File: src/rtl/imem_access_arbiter.sv
// imem_access_arbiter
// Shares one single-port, byte-addressed instruction memory between the fetch
// stage (word reads) and the program loader (word writes). Fetch is held off
// until loading completes. After that the loader may still write, and a burst
// guard makes sure a pending fetch is served after at most MAX_BURST loader
// grants in a row. Requests that are misaligned or out of range are consumed
// with an addr_err pulse and never reach the memory.
module imem_access_arbiter #(
    parameter int unsigned ADDR_W    = 8,
    parameter int unsigned MEM_BYTES = 188,
    parameter int unsigned MEM_LAT   = 1,
    parameter int unsigned MAX_BURST = 4
) (
    input  logic              clk,
    input  logic              rst,
    input  logic              if_req_valid,
    output logic              if_req_ready,
    input  logic [31:0]       if_addr,
    input  logic              if_flush,
    output logic              if_rsp_valid,
    output logic [31:0]       if_rsp_data,
    input  logic              ld_req_valid,
    output logic              ld_req_ready,
    input  logic [31:0]       ld_addr,
    input  logic [31:0]       ld_data,
    input  logic              ld_done,
    output logic              boot_done,
    output logic              addr_err,
    output logic              mem_en,
    output logic              mem_we,
    output logic [ADDR_W-1:0] mem_addr,
    output logic [31:0]       mem_wdata,
    input  logic [31:0]       mem_rdata
);

    localparam int unsigned BURST_W = $clog2(MAX_BURST + 1);
    localparam logic [BURST_W-1:0] BURST_CAP = BURST_W'(MAX_BURST);
    // MEM_LAT is limited to 1..4, so a 3-bit latency counter always suffices.
    localparam logic [2:0] LAT_LAST = 3'(MEM_LAT - 1);

    typedef enum logic [1:0] {
        ST_BOOT,
        ST_RUN,
        ST_RD_WAIT
    } state_t;

    state_t             r_state;
    state_t             w_state_nxt;
    logic [BURST_W-1:0] r_burst_cnt;
    logic [BURST_W-1:0] w_burst_nxt;
    logic [2:0]         r_lat_cnt;
    logic [2:0]         w_lat_nxt;
    logic               r_flush_seen;
    logic               w_flush_nxt;
    logic               r_boot_done;

    logic               w_grant_if;
    logic               w_grant_ld;
    logic               w_rsp_fire;
    logic               w_if_ok;
    logic               w_ld_ok;
    logic               w_at_cap;
    logic               w_lat_last;

    // A word access is legal when word-aligned and its last byte lies inside
    // the array; the sum is formed in 33 bits so high addresses cannot wrap.
    function automatic logic addr_ok(input logic [31:0] a);
        logic [32:0] last_byte;
        last_byte = {1'b0, a} + 33'd3;
        return (a[1:0] == 2'b00) && (last_byte < 33'(MEM_BYTES));
    endfunction

    assign w_if_ok    = addr_ok(if_addr);
    assign w_ld_ok    = addr_ok(ld_addr);
    assign w_at_cap   = (r_burst_cnt == BURST_CAP);
    assign w_lat_last = (r_lat_cnt == LAT_LAST);
    assign boot_done  = r_boot_done;

    // State register.
    // NOTE: sequential state uses non-blocking (<=) so every flop samples the
    // pre-edge values; blocking (=) is reserved for combinational blocks.
    always_ff @(posedge clk or negedge rst) begin
        if (!rst) begin
            r_state <= ST_BOOT;
        end else begin
            r_state <= w_state_nxt;
        end
    end

    // Burst guard, read latency tracking, flush capture and the sticky boot flag.
    always_ff @(posedge clk or negedge rst) begin
        if (!rst) begin
            r_burst_cnt  <= '0;
            r_lat_cnt    <= '0;
            r_flush_seen <= 1'b0;
            r_boot_done  <= 1'b0;
        end else begin
            r_burst_cnt  <= w_burst_nxt;
            r_lat_cnt    <= w_lat_nxt;
            r_flush_seen <= w_flush_nxt;
            if (r_state == ST_BOOT && ld_done) begin
                r_boot_done <= 1'b1;
            end
        end
    end

    // Arbitration, next-state selection and memory/handshake outputs.
    always_comb begin
        // NOTE: every signal written here gets a default first, so no branch
        // can leave one unassigned and infer a latch.
        w_state_nxt  = r_state;
        w_burst_nxt  = r_burst_cnt;
        w_lat_nxt    = r_lat_cnt;
        w_flush_nxt  = r_flush_seen;
        w_grant_if   = 1'b0;
        w_grant_ld   = 1'b0;
        w_rsp_fire   = 1'b0;
        if_req_ready = 1'b0;
        ld_req_ready = 1'b0;
        if_rsp_valid = 1'b0;
        if_rsp_data  = '0;
        addr_err     = 1'b0;
        mem_en       = 1'b0;
        mem_we       = 1'b0;
        mem_addr     = '0;
        mem_wdata    = '0;

        unique case (r_state)
            ST_BOOT: begin
                // Only the loader is served; a write in the ld_done cycle still lands.
                w_grant_ld = ld_req_valid;
                if (ld_done) begin
                    w_state_nxt = ST_RUN;
                end
            end
            ST_RUN: begin
                // The loader wins a contested cycle until it has taken MAX_BURST
                // grants in a row; the pending fetch then goes next.
                if (if_req_valid && (!ld_req_valid || w_at_cap)) begin
                    w_grant_if = 1'b1;
                end else if (ld_req_valid) begin
                    w_grant_ld = 1'b1;
                end

                // A rejected request leaves the burst count untouched.
                if (w_grant_if) begin
                    if (w_if_ok) begin
                        w_burst_nxt = '0;
                        w_lat_nxt   = '0;
                        w_flush_nxt = 1'b0;
                        w_state_nxt = ST_RD_WAIT;
                    end
                end else if (w_grant_ld) begin
                    if (w_ld_ok) begin
                        w_burst_nxt = w_at_cap ? r_burst_cnt : r_burst_cnt + BURST_W'(1);
                    end
                end else begin
                    w_burst_nxt = '0;
                end
            end
            ST_RD_WAIT: begin
                // A flush anywhere in the wait, including the final cycle, drops
                // the response but does not change when RUN is re-entered.
                if (w_lat_last) begin
                    w_rsp_fire  = !(r_flush_seen || if_flush);
                    w_lat_nxt   = '0;
                    w_flush_nxt = 1'b0;
                    w_state_nxt = ST_RUN;
                end else begin
                    w_lat_nxt   = r_lat_cnt + 3'd1;
                    w_flush_nxt = r_flush_seen || if_flush;
                end
            end
            default: begin
                w_state_nxt = ST_BOOT;
            end
        endcase

        if_req_ready = w_grant_if;
        ld_req_ready = w_grant_ld;

        if (w_grant_if) begin
            if (w_if_ok) begin
                mem_en   = 1'b1;
                mem_addr = if_addr[ADDR_W-1:0];
            end else begin
                addr_err = 1'b1;
            end
        end

        if (w_grant_ld) begin
            if (w_ld_ok) begin
                mem_en    = 1'b1;
                mem_we    = 1'b1;
                mem_addr  = ld_addr[ADDR_W-1:0];
                mem_wdata = ld_data;
            end else begin
                addr_err = 1'b1;
            end
        end

        if_rsp_valid = w_rsp_fire;
        if (w_rsp_fire) begin
            if_rsp_data = mem_rdata;
        end

        // While reset is held every output is forced low, including the
        // handshake readies that BOOT would otherwise raise.
        if (!rst) begin
            if_req_ready = 1'b0;
            ld_req_ready = 1'b0;
            if_rsp_valid = 1'b0;
            if_rsp_data  = '0;
            addr_err     = 1'b0;
            mem_en       = 1'b0;
            mem_we       = 1'b0;
            mem_addr     = '0;
            mem_wdata    = '0;
        end
    end

endmodule

File: config.mk
export PLATFORM = sky130hd
export DESIGN_NAME = imem_access_arbiter
export DESIGN_NICKNAME = d
export VERILOG_FILES = /design/src/rtl/imem_access_arbiter.sv
export SDC_FILE = /design/constraint.sdc
export NUM_CORES = 1
export LEC_CHECK = 0
export CORE_AREA = 10 10 93 95
export DETAILED_ROUTE_END_ITERATION = 7
export DIE_AREA = 0 0 103 105
export PLACE_DENSITY_LB_ADDON = 0.05
export SLEW_MARGIN = 15
export SYNTH_ARGS = -nofsm -noshare
export SYNTH_HDL_FRONTEND = slang
export SYNTH_SLANG_ARGS = --single-unit
File: constraint.sdc
create_clock -name clk -period 3.3 [get_ports clk]
set_input_delay 0.33 -clock clk [delete_from_list [all_inputs] [get_ports clk]]
set_output_delay 0.33 -clock clk [all_outputs]
set_load 0.005 [all_outputs]
After elaboration in Yosys (flattened, before gate mapping)
Index checks and enable logic that the tools add are counted.
{ "word_totals": {"output_inout_bits": 79, "word_cells": 89, "reg_bits": 10} }
{ "op_classes": {"muxes": 52, "eq_ne": 10, "n_lt_le_gt_ge": 2, "addsub": 4, "reduce_logical": 16} }
{ "op_table": {"columns": ["cell", "count"], "rows": [
  ["32-bit 2-to-1 mux", 5],
  ["32-bit by 2-bit adder with 33-bit output (second input constant)", 2],
  ["33-bit by 8-bit < comparator with 1-bit output (second input constant)", 2],
  ["8-bit 2-to-1 mux", 5],
  ["1-bit 2-to-1 mux", 27],
  ["3-bit 2-to-1 mux", 7],
  ["2-bit inequality test (second input constant)", 5],
  ["2-bit 2-to-1 mux", 4],
  ["4-bit AND reduction", 2],
  ["3-bit by 1-bit adder with 3-bit output (second input constant)", 2],
  ["2-bit logical NOT", 3],
  ["3-bit by 2-bit inequality test with 1-bit output (second input constant)", 2],
  ["2-bit case mux with 3 select lines", 1],
  ["3-bit case mux with 2 select lines", 1],
  ["1-bit logical AND", 4],
  ["1-bit case mux with 2 select lines", 2],
  ["3-bit equality test (second input constant)", 1],
  ["3-bit logical NOT", 1],
  ["3-bit AND reduction", 1],
  ["2-bit by 1-bit equality test with 1-bit output (second input constant)", 1],
  ["2-bit equality test (second input constant)", 1],
  ["1-bit logical NOT", 2],
  ["1-bit logical OR", 2],
  ["2-bit nonzero test", 1]
]} }

Depth between registers and ports, before layout
{ "depth": {"ltp_word": 10, "ltp_mapped": 10, "depth_no_buf": 9} }

Least setup slack after synthesis
No wires, ideal clock.
{ "synth_path": {"path_type": "in2out", "start": "in ld_addr[3]", "end": "out mem_wdata[13]", "stages": 9, "slack_ns": 0.789, "arrival_time_ns": 2.181, "required_ns": 2.970, "cell_sequence": "nand4_1 -> nor3_2 -> nand4b_1 -> a2111oi_0 -> o211ai_1 -> nor4_2 -> buf_4 -> buf_6 -> and2_1"} }
{ "synth_via": {"elab_chain_len": 6} }
{ "synth_lines": {"columns": ["element", "line_no", "text"], "rows": [
  ["start, declared", "24", "input logic [31:0] ld_addr,"],
  ["32-bit by 2-bit adder with 33-bit output", "69", "last_byte = {1'b0, a} + 33'd3;"],
  ["33-bit by 8-bit < comparator with 1-bit output", "70", "return (a[1:0] == 2'b00) && (last_byte < 33'(MEM_BYTES));"],
  ["1-bit logical AND", "70", null],
  ["32-bit 2-to-1 mux", "192", "if (w_ld_ok) begin"],
  ["32-bit 2-to-1 mux", "191", "if (w_grant_ld) begin"],
  ["32-bit 2-to-1 mux", "209", "if (!rst) begin"],
  ["end, declared", "32", "output logic [31:0] mem_wdata,"]
]} }
Every way passes these cells.

Worst setup path after layout
{ "layout_path": {"start": "in ld_addr[16]", "end": "out mem_wdata[17]"} }
The elaborated chain is that of the path after synthesis.

==> flow_summary.json <==
{
  "status": "complete, no violations",
  "synth_flop_cell": "dfrtp_1",
  "synth_area_leaders": "and2_1 (22%), dfrtp_1 (14%), nand3_1 (5.9%), nor3_1 (3.4%), nand2_1 (3.4%)",
  "insertion_delay_ns": 0.23,
  "hold_viol_final": 0,
  "die_area_um2": 10800,
  "path_delay_family": "buffers and inverters",
  "yosys-top-cells-count": "and2_1 (64), nand3_1 (21), nand2_1 (16)",
  "hp-class": "in2async",
  "cp_slowest_stage_delay_ns": 0.49,
  "vdd.ir_drop.worst_mv": 0.181,
  "ctsRootBufferMaster": "clkbuf_8",
  "wl_mm": 10.6,
  "viasPerCell": 4.89,
  "antennaDiodeCount": 0,
  "grt_overflow": 0,
  "synthCells": 256,
  "worst-path-buf-inv": 5,
  "routabilityCongestion": 0.880,
  "ant_nets": 0,
  "final_cells": 592,
  "cts_buffers": 3,
  "final_layout_size_suffix_gt1_share_pct": 18.2,
  "clk_pin_slew_ns": 0.05,
  "synth_area_per_cell_um2": 6.99,
  "setup_tns_ns": 0,
  "drv_slew": 0,
  "max_freq_mhz": 316,
  "grt_pass1_wl_mm": 15.7,
  "rows": 30,
  "synth.largest_area_cell": "and2_1",
  "synth_edf_count": 0,
  "port-buffer-count": 210,
  "end_kind": "output pin",
  "cts.hold.buffers_added": 0,
  "worstPathCellList": "clkdlybuf4s50_1, nand2_2, nor3_4, buf_4, nand2_1, nor4bb_2, o22ai_2, nor4_4, buf_4, buf_6, and2_1, dlygate4sd2_1",
  "clk_path_buf_depth": 2,
  "synth-async-reset-ratio_pct": 100,
  "critPathSlowestCell": "clkdlybuf4s50_1",
  "p_leak_nw": 1.99,
  "crit_type": "in2out",
  "cts_sinks": 10,
  "start_util_pct": 26.5,
  "hold_slack_ns": 0.358,
  "synthesis.area_um2": 1790,
  "dpl.cell_count": 579,
  "ios": 213,
  "track_usage_pct": 17.8,
  "final_core_util_pct": 66.4,
  "final.period_utilization_pct": 95.8,
  "power_mw": 0.672,
  "ys_seq_elements": 10,
  "core_area_um2": 6760,
  "drt-initial-drc-count": 115,
  "synth-warning-count": 0,
  "antenna_found_initial": 0,
  "grt_max_degree": 34,
  "die_h_um": 105,
  "skew_ns": 0.00512,
  "firstDrtPassIters": 4,
  "setup_violations": 0,
  "nets": 651,
  "die_w_um": 103,
  "cp-start-kind": "input port",
  "cp_max_fo": 8,
  "post-synth-top-count-cell": "and2_1",
  "synth_top_area_share_pct": 22.4,
  "ys_seq_area_share_pct": 14.0,
  "required_ns": 2.97,
  "crit_arrival_ns": 2.83,
  "drc_errors": 0,
  "min_period_ns": 3.16,
  "grt_pass1_vias": 3017,
  "maxCapViolations": 0,
  "ys_types": 54,
  "vias": 2895,
  "dp_hpwl_mm": 9.08,
  "tritoncts": "built",
  "crit_top_cell": "buf_4",
  "area_delta_synth_final_pct": 150,
  "power_density_nw_per_um2": 150,
  "wire_per_inst_um": 18.0,
  "htree_num_levels": 1
}
-- cell families after synthesis --
| group | after synthesis | share of synthesized area, % |
|---|---|---|
| other cells | 1 | 0.209 |
| xor+xnor | 3 | 1.47 |
| compound gates | 46 | 18.3 |
| flops | 10 | 14.0 |
| fa+ha+maj | 4 | 2.80 |
| buf+inv | 19 | 5.17 |
| mux | 3 | 1.68 |
| simple gates | 170 | 56.4 |
-- where the power goes --
group | switching (mW) | internal, mW | total (mW)
combinational | 0.130 | 0.223 | 0.353
clock | 0.0433 | 0.104 | 0.148
sequential | 0.0200 | 0.151 | 0.171
-- layer usage --
layer,vias to the layer above,track usage [%],routed length (um)
met4,0,1.99,76
met5,-,0,0
met1,1343,19.0,3920
li1,1441,-,-
met2,107,34.4,5800
met3,4,4.68,831
-- stage by stage --
stage                     cell area, um^2  setup WS [ns]
after floorplan                      1790          0.789
after CTS                            4380        -0.0396
after global routing                 4480        -0.0256
final                                4480          0.137
after global placement               4270         -0.377
after detailed placement             4270         -0.383
-- flip-flops by register name, summed over array words and instances (netlist names) --
register,flops
r_state,2
boot_done,1
r_flush_seen,1
r_burst_cnt,3
r_lat_cnt,3
-- placed cells by master, fill, tap and decap left out, types with 4 or more instances in the layout --
| cell type | netlist | layout |
|---|---|---|
| buf_4 | 3 | 48 |
| clkbuf_8 | 0 | 4 |
| clkdlybuf4s15_2 | 0 | 4 |
| dfrtp_1 | 10 | 10 |
| a32o_1 | 5 | 5 |
| nand3_1 | 21 | 19 |
| clkdlybuf4s15_1 | 0 | 12 |
| inv_1 | 8 | 8 |
| buf_2 | 2 | 9 |
| nor2_1 | 11 | 10 |
| clkdlybuf4s50_1 | 0 | 153 |
| ha_1 | 4 | 4 |
| nor3_1 | 12 | 11 |
| dlymetal6s2s_1 | 0 | 13 |
| o21ai_0 | 8 | 8 |
| and2_1 | 64 | 64 |
| nand2_1 | 16 | 15 |
| dlygate4sd2_1 | 0 | 18 |
| nor2b_1 | 4 | 4 |
| a21oi_1 | 6 | 5 |
| a21o_1 | 4 | 4 |
| or3_1 | 5 | 5 |
| nand4_1 | 8 | 8 |
| nand2b_1 | 5 | 5 |
-- cell type report --
type	instances	area (um^2)
repair buffers	262	2470
fillers	611	2270
multi-input cells	228	1580
flip-flops and latches	10	250
well taps	80	100
clock buffers	4	55.1
inverters	8	30.0
-- worst paths after layout --
| path | from | end | slack, ns | cells after the start |
|---|---|---|---|---|
| worst max-delay path | ld_addr[16] | mem_wdata[17] | 0.14 | 12 |
| worst min-delay path | rst | boot_done | 0.36 | 1 |
| worst max register to register | r_burst_cnt[0] | r_burst_cnt[1] | 1.15 | 10 |
| worst min register to register | boot_done | boot_done | 0.46 | 1 |
| max in group asynchronous | rst | r_burst_cnt[2] | 2.46 | 2 |
| min in group clk | boot_done | boot_done | 0.46 | 1 |
-- worst reg2reg max path: cells and delay by family (launching register included) --
family | cells | cell delay (ns)
AOI/OAI and AO/OA | 3 | 0.74
adders and majority gates | 1 | 0.17
buffers and inverters | 2 | 0.32
DFF | 1 | 0.37
muxes | 1 | 0.15
and+or+nand+nor | 3 | 0.27
-- timing repair --
item                       4_1_cts  5_1_grt
setup buffers                    7        2
gates cloned                     1        1
setup endpoints to repair       41       40
hold endpoints to repair         0        0
gates resized for setup         93       41
pin swaps                        8       13
Note: power is estimated with default switching activity, not from simulation.
